## config.mk

```make
export PLATFORM = sky130hd
export DESIGN_NAME = multicycle_cpu
export DESIGN_NICKNAME = d
export VERILOG_FILES = /design/src/rtl/multicycle_cpu_pkg.sv /design/src/rtl/cpu_alu.sv /design/src/rtl/multicycle_cpu.sv
export SDC_FILE = /design/constraint.sdc
export NUM_CORES = 1
export LEC_CHECK = 0
export BUFFER_PORTS_ARGS = -buffer_cell sky130_fd_sc_hd__clkbuf_2
export CAP_MARGIN = 20
export CORE_MARGIN = 3
export CORE_UTILIZATION = 45
export DETAILED_ROUTE_END_ITERATION = 8
export PLACE_DENSITY_LB_ADDON = 0.25
export SLEW_MARGIN = 15
export SYNTH_ARGS = -nofsm -noshare
export SYNTH_HDL_FRONTEND = slang
export SYNTH_SLANG_ARGS = --single-unit
```

## constraint.sdc

```tcl
create_clock -name clk -period 3.5 [get_ports clk]
set_input_delay 0.175 -clock clk [delete_from_list [all_inputs] [get_ports clk]]
set_output_delay 0.175 -clock clk [all_outputs]
set_load 0.02 [all_outputs]
```

## src/rtl/multicycle_cpu_pkg.sv

```systemverilog
// Shared opcode/state types and instruction-field offset helpers for multicycle_cpu.
package multicycle_cpu_pkg;

  localparam int OP_W = 4;

  typedef enum logic [OP_W-1:0] {
    OP_ADD   = 4'd0,
    OP_SUB   = 4'd1,
    OP_LOAD  = 4'd2,
    OP_STORE = 4'd3,
    OP_AND   = 4'd4,
    OP_OR    = 4'd5,
    OP_XOR   = 4'd6,
    OP_ADDI  = 4'd7,
    OP_SHL   = 4'd8,
    OP_MUL   = 4'd9
  } opcode_e;

  typedef enum logic [2:0] {
    ST_IDLE,
    ST_DECODE,
    ST_EXEC,
    ST_MEM,
    ST_WB
  } state_e;

  // Fields are MSB-aligned: op, X1, X2, X3, then imm directly below X3.
  function automatic int op_lsb(input int instr_width);
    return instr_width - OP_W;
  endfunction

  function automatic int x1_lsb(input int instr_width, input int reg_bits);
    return instr_width - OP_W - reg_bits;
  endfunction

  function automatic int x2_lsb(input int instr_width, input int reg_bits);
    return instr_width - OP_W - 2 * reg_bits;
  endfunction

  function automatic int x3_lsb(input int instr_width, input int reg_bits);
    return instr_width - OP_W - 3 * reg_bits;
  endfunction

endpackage

```

## src/rtl/cpu_alu.sv

```systemverilog
// Combinational ALU for multicycle_cpu; also forms X2+imm as the LOAD/STORE address.
// With CPU_MUL_EN defined, opcode 9 yields the low half of a*b and flags a nonzero high half.
module cpu_alu
  import multicycle_cpu_pkg::*;
#(
  parameter int DATA_WIDTH = 8
) (
  input  logic [OP_W-1:0]       op,
  input  logic [DATA_WIDTH-1:0] a,
  input  logic [DATA_WIDTH-1:0] b,
  input  logic [DATA_WIDTH-1:0] imm,
  output logic [DATA_WIDTH-1:0] result,
  output logic                  carry_out,
  output logic                  zero
);

  logic [DATA_WIDTH:0] sum;
`ifdef CPU_MUL_EN
  logic [2*DATA_WIDTH-1:0] prod;
`endif

  always_comb begin
    sum       = '0;
    result    = '0;
    carry_out = 1'b0;
`ifdef CPU_MUL_EN
    prod      = '0;
`endif
    case (op)
      OP_ADD: begin
        sum       = {1'b0, a} + {1'b0, b};
        result    = sum[DATA_WIDTH-1:0];
        carry_out = sum[DATA_WIDTH];
      end
      OP_SUB: begin
        // Top bit of the extended difference is the borrow (a < b).
        sum       = {1'b0, a} - {1'b0, b};
        result    = sum[DATA_WIDTH-1:0];
        carry_out = sum[DATA_WIDTH];
      end
      OP_LOAD, OP_STORE, OP_ADDI: begin
        sum       = {1'b0, a} + {1'b0, imm};
        result    = sum[DATA_WIDTH-1:0];
        carry_out = sum[DATA_WIDTH];
      end
      OP_AND: result = a & b;
      OP_OR:  result = a | b;
      OP_XOR: result = a ^ b;
      OP_SHL: result = a << imm[2:0];
`ifdef CPU_MUL_EN
      OP_MUL: begin
        prod      = {{DATA_WIDTH{1'b0}}, a} * {{DATA_WIDTH{1'b0}}, b};
        result    = prod[DATA_WIDTH-1:0];
        carry_out = |prod[2*DATA_WIDTH-1:DATA_WIDTH];
      end
`endif
      default: ;
    endcase
  end

  assign zero = (result == '0);

endmodule

```

## src/rtl/multicycle_cpu.sv

```systemverilog
// Multi-cycle CPU, IDLE->DECODE->EXEC->(MEM)->WB: done 3 cycles after accept, 4 for LOAD/STORE.
// instr_ready only in IDLE so a held instr_valid simply waits; CPU_MUL_EN enables opcode 9 = MUL.
module multicycle_cpu
  import multicycle_cpu_pkg::*;
#(
  parameter int DATA_WIDTH  = 8,
  parameter int NUM_REGS    = 4,
  parameter int ADDR_BITS   = 5,
  parameter int INSTR_WIDTH = 20
) (
  input  logic                           clk,
  input  logic                           rst,
  input  logic [INSTR_WIDTH-1:0]         instr,
  input  logic                           instr_valid,
  output logic                           instr_ready,
  output logic                           done,
  output logic                           busy,
  output logic                           illegal,
  output logic                           zero,
  output logic                           carry,
  output logic [NUM_REGS*DATA_WIDTH-1:0] out
);

  localparam int REG_BITS = $clog2(NUM_REGS);
  localparam int OP_LSB   = op_lsb(INSTR_WIDTH);
  localparam int X1_LSB   = x1_lsb(INSTR_WIDTH, REG_BITS);
  localparam int X2_LSB   = x2_lsb(INSTR_WIDTH, REG_BITS);
  localparam int X3_LSB   = x3_lsb(INSTR_WIDTH, REG_BITS);
  localparam int IMM_LSB  = X3_LSB - DATA_WIDTH;
  localparam int MEM_WORDS = 2 ** ADDR_BITS;

  state_e                       state_q, state_d;
  logic [INSTR_WIDTH-1:IMM_LSB] instr_q;
  logic [DATA_WIDTH-1:0]        regs_q [NUM_REGS];
  logic [DATA_WIDTH-1:0]        dmem_q [MEM_WORDS];
  logic [DATA_WIDTH-1:0]        x1v_q, x2v_q, x3v_q;
  logic [DATA_WIDTH-1:0]        res_q, mem_q;
  logic                         res_carry_q, res_zero_q;
  logic                         zero_q, carry_q, illegal_q;

  logic [OP_W-1:0]       op;
  logic [REG_BITS-1:0]   x1_idx, x2_idx, x3_idx;
  logic [DATA_WIDTH-1:0] imm;
  logic                  op_legal, op_mem;
  logic [DATA_WIDTH-1:0] alu_result;
  logic                  alu_carry, alu_zero;
  logic [ADDR_BITS-1:0]  mem_addr;

  assign op       = instr_q[OP_LSB +: OP_W];
  assign x1_idx   = instr_q[X1_LSB +: REG_BITS];
  assign x2_idx   = instr_q[X2_LSB +: REG_BITS];
  assign x3_idx   = instr_q[X3_LSB +: REG_BITS];
  assign imm      = instr_q[IMM_LSB +: DATA_WIDTH];
  assign op_mem   = (op == OP_LOAD) || (op == OP_STORE);
  assign mem_addr = ADDR_BITS'(res_q);

  generate
    if (IMM_LSB > 0) begin : g_rsvd
      logic unused_rsvd;
      assign unused_rsvd = ^instr[IMM_LSB-1:0];
    end
  endgenerate

  always_comb begin
    op_legal = (op <= OP_SHL);
`ifdef CPU_MUL_EN
    if (op == OP_MUL) op_legal = 1'b1;
`endif
  end

  cpu_alu #(
    .DATA_WIDTH(DATA_WIDTH)
  ) u_alu (
    .op       (op),
    .a        (x2v_q),
    .b        (x3v_q),
    .imm      (imm),
    .result   (alu_result),
    .carry_out(alu_carry),
    .zero     (alu_zero)
  );

  always_comb begin
    state_d     = state_q;
    instr_ready = 1'b0;
    busy        = 1'b1;
    done        = 1'b0;
    case (state_q)
      ST_IDLE: begin
        instr_ready = 1'b1;
        busy        = 1'b0;
        if (instr_valid) state_d = ST_DECODE;
      end
      ST_DECODE: state_d = op_legal ? ST_EXEC : ST_WB;
      ST_EXEC:   state_d = op_mem ? ST_MEM : ST_WB;
      ST_MEM:    state_d = ST_WB;
      ST_WB: begin
        done    = 1'b1;
        state_d = ST_IDLE;
      end
      default: state_d = ST_IDLE;
    endcase
  end

  always_ff @(posedge clk) begin
    if (rst) begin
      state_q     <= ST_IDLE;
      instr_q     <= '0;
      x1v_q       <= '0;
      x2v_q       <= '0;
      x3v_q       <= '0;
      res_q       <= '0;
      mem_q       <= '0;
      res_carry_q <= 1'b0;
      res_zero_q  <= 1'b0;
      zero_q      <= 1'b0;
      carry_q     <= 1'b0;
      illegal_q   <= 1'b0;
      for (int i = 0; i < NUM_REGS; i++) regs_q[i] <= DATA_WIDTH'(i);
      for (int j = 0; j < MEM_WORDS; j++) dmem_q[j] <= '0;
    end else begin
      state_q <= state_d;
      case (state_q)
        ST_IDLE: if (instr_valid) instr_q <= instr[INSTR_WIDTH-1:IMM_LSB];
        ST_DECODE: begin
          // Operands are captured here, so writing X1 later cannot disturb X2/X3.
          x1v_q <= regs_q[x1_idx];
          x2v_q <= regs_q[x2_idx];
          x3v_q <= regs_q[x3_idx];
        end
        ST_EXEC: begin
          res_q       <= alu_result;
          res_carry_q <= alu_carry;
          res_zero_q  <= alu_zero;
        end
        ST_MEM: begin
          if (op == OP_STORE) dmem_q[mem_addr] <= x1v_q;
          else                mem_q            <= dmem_q[mem_addr];
        end
        ST_WB: begin
          if (!op_legal) begin
            illegal_q <= 1'b1;
          end else if (op == OP_LOAD) begin
            regs_q[x1_idx] <= mem_q;
            zero_q         <= (mem_q == '0);
            carry_q        <= 1'b0;
          end else if (op != OP_STORE) begin
            regs_q[x1_idx] <= res_q;
            zero_q         <= res_zero_q;
            carry_q        <= res_carry_q;
          end
        end
        default: ;
      endcase
    end
  end

  generate
    for (genvar g = 0; g < NUM_REGS; g++) begin : g_out
      assign out[g*DATA_WIDTH +: DATA_WIDTH] = regs_q[g];
    end
  endgenerate

  assign illegal = illegal_q;
  assign zero    = zero_q;
  assign carry   = carry_q;

endmodule

```

# Word level (Yosys, flattened, before mapping)

Memories as Yosys holds them, arrays and structs flattened. A register that Yosys moved wholly into a read port is not among the register bits.
Index checks and enable logic that the tools add are counted.

Flip-flop bits (word level): 34
RAM bits: 288
Output and inout port bits: 38
Logic and storage cells: 85
Memories: 2

Add/sub/neg operators: 3
$lt $le $gt $ge: 1
Eq/ne operators: 14
Shift operators: 1
Mux-type cells: 37
Bitwise logic cells: 6
Reductions and logical operators: 13

Memory list:

| memory | depth | width | rd ports | clocked after Yosys merged registers in | wr ports | line                 | source |
|---|---|---|---|---|---|---|---|
| dmem_q | 32    | 8     | 1        | 1                                       | 32       | multicycle_cpu.sv:35 | `logic [DATA_WIDTH-1:0] dmem_q [MEM_WORDS];` |
| regs_q | 4     | 8     | 7        | 3                                       | 4        | multicycle_cpu.sv:34 | `logic [DATA_WIDTH-1:0] regs_q [NUM_REGS];` |

Operators with widths:

| cell               | number |
|---|---|
| $pmux 8 s7         | 1 |
| $mux 1             | 26 |
| $mux 8             | 3 |
| $add 8x8->9        | 2 |
| $eq 4x3->1 const B | 4 |
| $logic_not 8->1    | 2 |
| $reduce_or 8->1    | 2 |
| $pmux 3 s4         | 1 |
| $mux 3             | 3 |
| $sub 8x8->9        | 1 |
| $and 8x8->8        | 1 |
| $eq 4x2->1 const B | 2 |
| $or 8x8->8         | 1 |
| $shl 8x3->8        | 1 |
| $xor 8x8->8        | 1 |
| $eq 3x2->1 const B | 2 |
| $reduce_and 2->1   | 3 |
| $mux 5             | 1 |
| $eq 4x1->1 const B | 1 |
| $eq 4x4->1 const B | 1 |
| $le 4x4->1 const B | 1 |
| $logic_not 4->1    | 1 |
| $ne 4x2->1 const B | 1 |
| $eq 3x1->1 const B | 1 |
| 11 further kinds   | 12 |

# Logic depth before layout (Yosys ltp)

Depth after elaboration: 10
Gate-level depth with buffers: 11
Gate-level depth less buffers: 10

# By module

A second synthesis with hierarchy kept.

Cells, all modules: 1,523
Area total of the unflattened synthesis: 18,227.5 µm²

By module, submodules not included:

| module         | instances | cells each | area an instance (µm²) |
|---|---|---|---|
| multicycle_cpu | 1         | 1,269      | 16,286.9 |
| cpu_alu        | 1         | 254        | 1,940.6 |

# Worst setup path after synthesis

No wires, ideal clock.

Path kind: register to register
From: register instr_q[17] (netlist bit)
To: memory dmem_q[8][0], enable pin
Setup time: 0.384 ns
Data arrival time: 2.386 ns
Setup slack: 0.730 ns
Cell stages (with the launch flop): 7
Period minus slack after synthesis: 2.770 ns
Cells stage by stage: dfxtp_1 nor3b_4 nand2_2 nor4_2 or3b_4 buf_6 o21ai_0

RTL lines:

| item                   | line                  | source |
|---|---|---|
| from (decl)            | multicycle_cpu.sv:33  | `logic [INSTR_WIDTH-1:IMM_LSB] instr_q;` |
| from (signal assigned) | multicycle_cpu.sv:124 | `ST_IDLE: if (instr_valid) instr_q <= instr[INSTR_WIDTH-1:IMM_LSB];` |
| to (decl)              | multicycle_cpu.sv:35  |  |

# Worst setup path after layout

From: register x2v_q[0], read port of regs_q
To: register res_zero_q

Word-level cells in the longest chain between the ends: 3
Elaborated cells between the ends (all ways): 9

Ends and longest elaborated chain:

| item                                      | line                  | source |
|---|---|---|
| from (decl)                               | multicycle_cpu.sv:36  | `logic [DATA_WIDTH-1:0] x1v_q, x2v_q, x3v_q;` |
| $add 8x8->9, or another cell as far along | cpu_alu.sv:42         | `sum = {1'b0, a} + {1'b0, imm};` |
| $pmux 8 s7 (*)                            | cpu_alu.sv:29         | `case (op)` |
| $logic_not 8->1 (*)                       | cpu_alu.sv:61         | `assign zero = (result == '0);` |
| to (signal assigned)                      | multicycle_cpu.sv:134 | `res_zero_q <= alu_zero;` |
| to (decl)                                 | multicycle_cpu.sv:38  | `logic res_carry_q, res_zero_q;` |

Mark *: on every way between the ends. The rest lies on a longest branch, timed or not.
A chain may end at the register's enable or synchronous reset.

==> impl_metrics.ini <==
[timing]
timing.hold.ws_ps = 156.8
max_freq_mhz = 315.3
slew_headroom_pct = 33.55
tns_ps = 0
slew_viol_final = 0
setup_viol = 0
hold_viol_final = 0
rsz0062_at_grt = false
worst_pin_slew_ps = 993.8
fin_worst_skew_ps = 24.04
fin_crit_sh_pct = 90.61
period_minus_slack_ps = 3171

[placed_design]
dp_hpwl_mm = 30.44
port_buffers = 58
dpl_cell_area_um2 = 19020
finalWeightedCongestion = 0.8998

[power_and_ir_drop]
p_leak_nw = 7.440
peakVddDrop_uv = 363.7
power_density_nw_per_um2 = 497.2
p_int_mw = 7.612
switchingPower_mw = 2.576
switching_share_pct = 25.29
p_seq_share_pct = 48.0
clockPowerShare_pct = 40.7
p_comb_share_pct = 11.3

[cts]
cts_buffers = 39
clk_pin_slew_worst_paths_ps = 60
cts_setup_buffers = 0
clk_latency_ps = 550
root_buffer = clkbuf_16
clockBufferDepth = 3
clkSinkCount = 354
cts_tree = yes
htree_levels = 2

[grt]
grt_pass1_vias = 11510
grt_pass1_wl_mm = 68.19
grt.overflow.total = 0
antenna_found_initial = 0
grt_max_degree = 54
grt_usage_pct = 21.09

[layout]
finalInstanceArea_um2 = 20490
fin_nets = 1606
area_delta_synth_final_pct = 13.97
drive_gt1_share_pct = 20.05
fill_cells = 3401
seq_area_um2 = 9978
multi_input_area_um2 = 7426
antennaDiodeCount = 0

[yosys]
synthCells = 1468
ys_ff_latch = 354
yosysTopAreaCell = edfxtp_1
ys.warnings.count = 0
synth.area.top_cells = edfxtp_1 48%, mux4_2 12%, and2_1 9.0%
ys.flop_type = edfxtp_1
synthDistinctLibCells = 66
synth.top_cell.area_share_pct = 48.11
syn_avg_cell_area_um2 = 12.25
synth_area_um2 = 17980
synth_edf_count = 288
synth_seq_area_share_pct = 55.46
syn_nets = 1527
async_flop_share_pct = 0

[drt]
wire_per_inst_um = 21.15
drc_errors = 0
viasPerCell = 5.638
drt-initial-drc-count = 902
drt-pass1-iter-count = 5
totalWireLength_mm = 44.29
ant_nets = 0
vias = 11810

[die]
start_util_pct = 45.98
io_pins = 61
dieArea_um2 = 42380
dieHeight_um = 205.9
row_count = 72
die_w_um = 205.9
fp.coreArea_um2 = 39100

[worst_setup_path]
crit_required_ps = 3960
crit_fanout = 7
cp-start-kind = flop
end_kind = flop
crit_path_top_delay_cell = nor4bb_1
arrival_ps = 3630
path_class = flop to flop
crit_chain = inv_1 -> ha_1 -> fa_1 -> or2_2 -> a211oi_1 -> or4_1 -> a21o_1 -> nor4bb_1 -> buf_4 -> nand2_1 -> o31ai_1
max_stage_delay_ps = 460

[run]
maxCapViolCount = 0

[min_path]
min_path_type = input pin to flop

[run_status]
status = finished, final reports clean
-- synth_stat cells (all sizes together), types with 3 or more instances --
master  instances
o22ai           9
a21o            3
o211ai          7
a21oi          74
buf            28
or3b            3
a22oi          11
nor2           88
edfxtp        288
nor3b           5
or3             8
mux2            6
a221oi          5
inv            44
and2          259
xnor2           6
nand2         131
nand2b          5
o21ai          49
nor3           24
mux2i          22
dfxtp          66
a22o            6
clkbuf         79
nor2b           9
fa              3
or2            10
nand3          27
nand3b          9
ha             33
o31ai           5
o21bai          3
a211oi         15
nor4            5
mux4           93
-- registers in the layout, indices dropped and copies added (netlist names) --
signal       flops
x2v_q            8
res_carry_q      1
instr_q         18
x3v_q            8
dmem_q         256
zero             1
mem_q            8
regs_q          32
carry            1
res_q            8
x1v_q            8
res_zero_q       1
state_q          3
illegal          1
-- power by group through the flow --
| stage | Sequential (mW) | Clock (mW) | Combinational (mW) |
|---|---|---|---|
| finish | 4.89 | 4.15 | 1.15 |
| global route | 4.91 | 4.40 | 1.25 |
| CTS | 4.89 | 4.22 | 1.15 |
| detailed placement | 4.98 | 0 | 1.13 |
| global placement | 4.97 | 0 | 1.12 |
| floorplan | 4.88 | 0 | 0.826 |
-- routing by layer --
layer,share of wire [%],vias up,GRT usage [%]
li1,-,5490,-
met1,44,5879,29.07
met2,48,357,35.02
met3,5.5,80,2.851
met4,2.8,0,6.618
met5,0,-,0
-- cell usage in the layout, fill, tap and decap left out, types with 10 or more instances in the layout --
master / instances
and2_1: 259
a211oi_1: 14
clkbuf_2: 58
ha_1: 33
mux4_2: 93
edfxtp_1: 288
nand3_1: 27
nor3_1: 20
a21oi_1: 74
clkbuf_16: 41
buf_4: 68
or2_2: 10
dfxtp_1: 63
o21ai_0: 49
mux2i_1: 22
inv_1: 44
a22oi_1: 11
nor2_1: 84
dlygate4sd3_1: 19
nand2_1: 130
-- worst max-delay path: cells and delay by family (launching register included) --
kind                       cells  cell delay, ps
AOI/OAI and AO/OA              3             690
adders and majority gates      2             610
DFF                            1             450
and+or+nand+nor                4             990
buffers and inverters          2             320
-- layout make-up --
class | instances | area share [%]
Sequential cell | 354 | 48.70
Multi-Input combinational cell | 963 | 36.24
Clock buffer | 44 | 5.063
Timing Repair Buffer | 145 | 4.837
Tap cell | 518 | 3.163
Clock inverter | 26 | 1.185
Inverter | 44 | 0.8061
-- final timing paths --
check                    end       start  cells after the start  slack [ps]
hold / removal      mem_q[3]         rst                      3         160
hold reg to reg   instr_q[8]  instr_q[8]                      2         470
setup / recovery  res_zero_q    x2v_q[0]                     11         330
setup reg to reg  res_zero_q    x2v_q[0]                     11         330
-- kinds of logic (layout without fill, tap and decap cells) --
kind of cell	count (synthesis)	after routing	share of synthesized area, %
AND/OR/NAND/NOR	591	591	17.87
flip-flops	354	354	55.46
AO/OA/AOI/OAI	207	207	7.085
buffers and inverters	151	259	3.320
multiplexers	121	121	13.25
adder cells (fa/ha/maj)	36	36	2.631
XOR/XNOR	8	8	0.3898
-- per-stage QoR --
step / total power [mW] / worst slack [ps] / util, % / cells
global route: 10.57 / 88.33 / 52.40 / 2094
finish: 10.19 / 328.6 / 52.40 / 2094
detailed placement: 6.106 / 412.4 / 48.64 / 2005
CTS: 10.26 / 361.4 / 52.40 / 2094
global placement: 6.085 / 348.1 / 48.64 / 2005
floorplan: 5.703 / 730.0 / - / 1468
-- repair_timing --
item | CTS | global route
resized for setup | 0 | 0
hold buffers | 19 | 0
hold endpoints to repair | 20 | 0
(Power assumes the default switching activity.)
